<file path="src/rtl/ccff_bitstream_loader.sv">
// ccff_bitstream_loader
// Programming front end for the fabric configuration chain. Configuration
// words arrive on a valid/ready stream and are serialized MSB-first onto
// ccff_head, one shift-enable per bit. After exactly CHAIN_LEN shifts the
// tail of the chain is compared against the first bit of the pass.
//
// Output timing:
// - ccff_head, ccff_shift_en, bit_count and error are registered.
// - word_ready, busy and done decode the state register.
// - The head/shift-enable pair is loaded on the same edge that enters or
//   stays in SHIFT, so ccff_shift_en is high exactly while state == SHIFT.
// - bit_count advances on the same edge that shifts the chain, so it always
//   counts bits already clocked into the chain.

module ccff_bitstream_loader #(
  parameter int WORD_W    = 8,   // width of each incoming bitstream word
  parameter int CHAIN_LEN = 64,  // number of configuration flops, >= 1
  parameter int CNT_W     = 16   // bit counter width, 2**CNT_W > CHAIN_LEN
) (
  input  logic              CK,
  input  logic              RST,
  input  logic              start,
  input  logic              word_valid,
  input  logic [WORD_W-1:0] word_data,
  output logic              word_ready,
  output logic              ccff_head,
  output logic              ccff_shift_en,
  input  logic              ccff_tail,
  output logic              busy,
  output logic              done,
  output logic              error,
  output logic [CNT_W-1:0]  bit_count
);

  // Wide enough to hold WORD_W itself, not just WORD_W-1.
  localparam int BL_W = $clog2(WORD_W + 1);

  localparam logic [CNT_W-1:0] CHAIN_LEN_C  = CNT_W'(CHAIN_LEN);
  localparam logic [CNT_W-1:0] LAST_COUNT_C = CNT_W'(CHAIN_LEN - 1);
  localparam logic [CNT_W-1:0] WORD_W_C     = CNT_W'(WORD_W);
  localparam logic [BL_W-1:0]  ONE_BL       = BL_W'(1);
  localparam logic [CNT_W-1:0] ONE_CNT      = CNT_W'(1);

  typedef enum logic [2:0] {
    S_IDLE,
    S_LOAD,
    S_SHIFT,
    S_CHECK,
    S_DONE
  } state_t;

  state_t state;
  state_t next_state;

  // Word currently being serialized. The bit on ccff_head has already been
  // removed, so shreg[WORD_W-1] is always the next bit to present.
  logic [WORD_W-1:0] shreg;

  // Bits of the current word still to be clocked into the chain,
  // including the one on ccff_head.
  logic [BL_W-1:0] bits_left;

  // First bit of the pass. After CHAIN_LEN shifts it should reach the tail.
  logic first_bit;

  // Derived control.
  logic             start_pass;
  logic             accept;
  logic             last_bit;
  logic [CNT_W-1:0] remaining;
  logic [CNT_W-1:0] load_len;

  // Decode handshake and per-word length from state and counters.
  // NOTE: every signal driven from always_comb is assigned a default first, so
  // no path through the case statements can leave it unassigned and infer a latch.
  always_comb begin
    start_pass = 1'b0;
    accept     = 1'b0;
    last_bit   = 1'b0;
    remaining  = CHAIN_LEN_C - bit_count;
    load_len   = WORD_W_C;

    // A final partial word only contributes the bits the chain still needs.
    if (remaining < WORD_W_C) begin
      load_len = remaining;
    end

    start_pass = start && ((state == S_IDLE) || (state == S_DONE));
    accept     = word_valid && (state == S_LOAD);
    last_bit   = (state == S_SHIFT) && (bits_left == ONE_BL);
  end

  // Next-state logic.
  always_comb begin
    next_state = state;

    unique case (state)
      S_IDLE: begin
        if (start) begin
          next_state = S_LOAD;
        end
      end

      S_LOAD: begin
        // Waits indefinitely for the next word. There is no timeout.
        if (word_valid) begin
          next_state = S_SHIFT;
        end
      end

      S_SHIFT: begin
        if (bits_left == ONE_BL) begin
          // bit_count has not yet counted the bit shifting on this edge.
          if (bit_count == LAST_COUNT_C) begin
            next_state = S_CHECK;
          end else begin
            next_state = S_LOAD;
          end
        end
      end

      S_CHECK: begin
        next_state = S_DONE;
      end

      S_DONE: begin
        if (start) begin
          next_state = S_LOAD;
        end
      end

      default: begin
        next_state = S_IDLE;
      end
    endcase
  end

  // Outputs decoded directly from the state register.
  always_comb begin
    word_ready = (state == S_LOAD);
    busy       = (state != S_IDLE) && (state != S_DONE);
    done       = (state == S_DONE);
  end

  // State register with synchronous reset.
  // NOTE: sequential state uses non-blocking assignments only, so every flop
  // samples pre-edge values regardless of the order of the processes.
  always_ff @(posedge CK) begin
    if (RST) begin
      state <= S_IDLE;
    end else begin
      state <= next_state;
    end
  end

  // Datapath: serializer, counters, chain drive and tail check.
  // The serializer state is cleared on reset, so an abandoned pass cannot
  // leak stale bits into the next one.
  always_ff @(posedge CK) begin
    if (RST) begin
      shreg         <= '0;
      bits_left     <= '0;
      first_bit     <= 1'b0;
      ccff_head     <= 1'b0;
      ccff_shift_en <= 1'b0;
      bit_count     <= '0;
      error         <= 1'b0;
    end else begin
      if (start_pass) begin
        bit_count <= '0;
        error     <= 1'b0;
      end

      if (accept) begin
        // Present the MSB at once, so the first shift happens on the next edge.
        shreg         <= word_data << 1;
        bits_left     <= BL_W'(load_len);
        ccff_head     <= word_data[WORD_W-1];
        ccff_shift_en <= 1'b1;
      end

      if (state == S_SHIFT) begin
        // The chain captures ccff_head on this edge.
        bit_count <= bit_count + ONE_CNT;
        bits_left <= bits_left - ONE_BL;

        if (bit_count == '0) begin
          first_bit <= ccff_head;
        end

        if (last_bit) begin
          // Any unused low bits of a partial word stay in shreg and are dropped.
          ccff_head     <= 1'b0;
          ccff_shift_en <= 1'b0;
        end else begin
          ccff_head <= shreg[WORD_W-1];
          shreg     <= shreg << 1;
        end
      end

      if (state == S_CHECK) begin
        error <= (ccff_tail != first_bit);
      end
    end
  end

endmodule

</file>
<file path="config.mk">
export PLATFORM = sky130hd
export DESIGN_NAME = ccff_bitstream_loader
export DESIGN_NICKNAME = d
export VERILOG_FILES = /design/src/rtl/ccff_bitstream_loader.sv
export SDC_FILE = /design/constraint.sdc
export NUM_CORES = 1
export LEC_CHECK = 0
export CAP_MARGIN = 20
export CORE_ASPECT_RATIO = 0.7
export CORE_MARGIN = 3
export CORE_UTILIZATION = 57
export DETAILED_ROUTE_END_ITERATION = 7
export PLACE_DENSITY = 0.85
export SLEW_MARGIN = 0
export SYNTH_ARGS = -nofsm -noshare
export SYNTH_HDL_FRONTEND = slang
export SYNTH_SLANG_ARGS = --single-unit
</file>
<file path="constraint.sdc">
create_clock -name CK -period 6.51 [get_ports CK]
set_input_delay 1.302 -clock CK [delete_from_list [all_inputs] [get_ports CK]]
set_output_delay 1.302 -clock CK [all_outputs]
set_load 0.01 [all_outputs]
</file>
==> flow_summary.yaml <==
status:
  result_of_the_run: "completed"
worst_setup_path:
  crit_type: "register to output port"
  endpoint_kind: "output port"
  r2r_setup_slack_ns: 3.71
  worst_endpoint_required_time_ns: 5.21
  critPathArrivalTime_ns: 1.86
  critPathMaxFanout: 8
  worst_reg2reg_path_depth: 6
  r2r_start: "bit_count[7]$_SDFFE_PP0P_"
  reg2reg_to: "bits_left[3]$_SDFFE_PP0P_"
  worst_setup_path_start_kind: "register"
route:
  routed-wl-met2_um: 2141
  drt-met1-wl_um: 2437
  route.final.wire_length_um: 5031
  met3_wirelength_um: 416
  drtIter0Drc: 157
  via_cell_ratio: 6.059
  firstDrtPassIters: 4
  drt-wirelength-per-cell_um: 14.84
  drtAntennaViolNets: 0
  topRoutingLayerUsed: "met4"
  vias: 2054
  number_of_remaining_drc_errors: 0
hold_path:
  min_delay_path_depth: 1
  hold_path_startpoint: "ccff_shift_en$_SDFF_PP0_"
  min_delay_path_class: "register to register"
  worst_hold_path.endpoint: "ccff_shift_en$_SDFF_PP0_"
place:
  portBuffers: 34
  gpl.final_weighted_congestion: 0.8669
  detailedPlacementHpwl_um: 3453
timing:
  tightestPinTransition_ns: 0.6970
  min_period_over_period_pct: 48.55
  maxSlewHeadroom_pct: 53.54
  finalSetupViolations: 0
  hold_violations: 0
  fin_skew_ns: 0.006373
  maxSlewViolCount: 0
  tns_ns: 0
  achievable-frequency_mhz: 316.4
  shortest_period_the_worst_path_allows_ns: 3.161
  grt_setup_unrepaired: "no"
floorplanning:
  top_level_ports: 35
  design.die.area_um2: 4413
  floorplan.initialDensity_pct: 62.56
  die_height_um: 56.49
  design.core.area_um2: 3318
  rows: 17
  chip_width_um: 78.13
clock_network:
  h-tree-depth: 2
  postCtsSetupBuffers: 0
  cts_resized: 0
  clock_path_buffers: 2
  clock_input_transition_at_the_sequential_cells_of_the_worst_setup_and_hold_paths_ns: 0.07
  cts_tree: "built"
  clkSinkCount: 35
  root_driver: "clkbuf_8"
  hold_buffers: 0
  cts_made_buffers: 5
  clkLatencyLatePin_ns: 0.29
yosys:
  post_synth_inst_count: 268
  synth_enable_flop_cells: 0
  synth_seq_area_share_pct: 33.76
  synthesis.area_per_instance_um2: 7.745
  synth_top_flop_cell: "dfxtp_1"
  synth-seq-cells: 35
  synthArstFlopShare_pct: 0
  synth_fp_nets: 285
  synth.cell_area_um2: 2076
  yosysWarnings: 0
  yosysUniqueCellTypes: 55
power:
  vdd_drop_max_mv: 0.1428
  p_leak_nw: 0.9162
  total_power_w: 0.0005374
  power-per-cell-area_nw_per_um2: 215.0
layout:
  filler_cell_count: 260
  drive_gt1_share_pct: 5.137
  syn2layout_area_growth_pct: 20.43
  net_count_of_the_finished_layout: 308
  diodes: 0
global_route:
  grt_max_degree: 38
  grt_antenna_before_repair: 0
  grt_first_pass_wirelength_um: 8307
  first_global_vias: 1733
  total_routing_usage_gr_pct: 23.34
  grt-ovfl-total: 0
flow_run:
  number_of_violations_of_the_max_capacitance_limit: 0
## worst max path at each step
stage	start	end	slack, ns	cells past startpoint
6_report	state[0]$_SDFFE_PP0P_	word_ready	3.35	2
5_1_grt	state[0]$_SDFFE_PP0P_	word_ready	3.22	2
4_1_cts	state[0]$_SDFFE_PP0P_	word_ready	3.36	2
3_5_place_dp	word_valid	bits_left[3]$_SDFFE_PP0P_	3.52	4
3_3_place_gp	word_valid	bits_left[3]$_SDFFE_PP0P_	3.56	4
2_1_floorplan	bit_count[7]$_SDFFE_PP0P_	bits_left[3]$_SDFFE_PP0P_	3.78	8
## flip-flops by register name, indices dropped and copies added (netlist names)
| signal | flops |
|---|---|
| ccff_head | 1 |
| shreg | 8 |
| bit_count | 16 |
| ccff_shift_en | 1 |
| error | 1 |
| bits_left | 4 |
| first_bit | 1 |
| state | 3 |
## cell usage in the layout, fill, tap and decap left out, drive strengths merged, types with 3 or more instances in the layout
cell	n
nor2	42
dfxtp	35
clkdlybuf4s50	34
nand2	30
a21oi	17
nand3	12
inv	9
a311oi	8
clkbuf	6
mux2	6
o21ai	6
nor3	5
or4	5
or3	5
and2	4
o21a	4
nand2b	4
a31oi	4
nand4	4
xnor2	4
ha	4
nor3b	3
a211oi	3
nand3b	3
## cells in the mapped netlist (5+ instances only)
cell | count | share of area, %
a311oi_1 | 8 | 3.4
a21oi_1 | 17 | 4.1
nor3_1 | 5 | 1.2
dfxtp_1 | 35 | 34
nand3_1 | 12 | 2.9
inv_1 | 9 | 1.6
nor2_1 | 42 | 7.6
nand2_1 | 30 | 5.4
clkbuf_1 | 12 | 2.2
mux2_1 | 5 | 2.7
## worst max-delay path, stage by stage, from the launching register on
cell	delay, ns
dfxtp_1	0.45
nor3b_1	0.48
clkdlybuf4s50_1	0.63
## stage by stage
stage	cells	setup WS, ns	area (um^2)	utilization, %	hold WS (ns)
detailed placement	331	3.519	2382	71.79	0.4618
CTS	339	3.355	2500	75.34	0.4788
global placement	331	3.556	2382	71.79	0.4651
global route	339	3.221	2500	75.34	0.5014
floorplan	268	3.776	2076	-	0.4552
finish	339	3.349	2500	75.34	0.4761
## kinds of logic (layout without fill, tap and decap cells)
kind of cell	count (synthesis)	in the layout	share of synthesized area, %
AOI/OAI and AO/OA	62	62	21.40
xor gates and xnor gates	6	6	2.532
adders and majority gates	4	4	2.411
buffers and inverters	29	53	6.811
DFF	35	35	33.76
muxes	7	7	3.737
and+or+nand+nor	125	125	29.35
## layer usage
| metal | global-route usage [%] | vias up |
|---|---|---|
| li1 | - | 1010 |
| met1 | 34.35 | 967 |
| met2 | 33.78 | 73 |
| met3 | 5.609 | 4 |
| met4 | 6.234 | 0 |
| met5 | 0 | - |
## where the power goes
part	internal, W	switching (W)	leakage (nW)
clock network	0.000124	0.0000813	0.0612
logic	0.0000406	0.0000535	0.572
registers	0.000227	0.0000114	0.283
## layout make-up
cell class	count	area [um^2]	share of cell area, %
clock buffer	6	82.58	3.303
clock inverter	2	35.03	1.401
inverter	9	33.78	1.351
multi-input combinational	204	1234	49.35
sequential	35	700.7	28.03
tap	47	58.81	2.352
timing repair buffer	36	355.3	14.21
(Power assumes the default switching activity.)
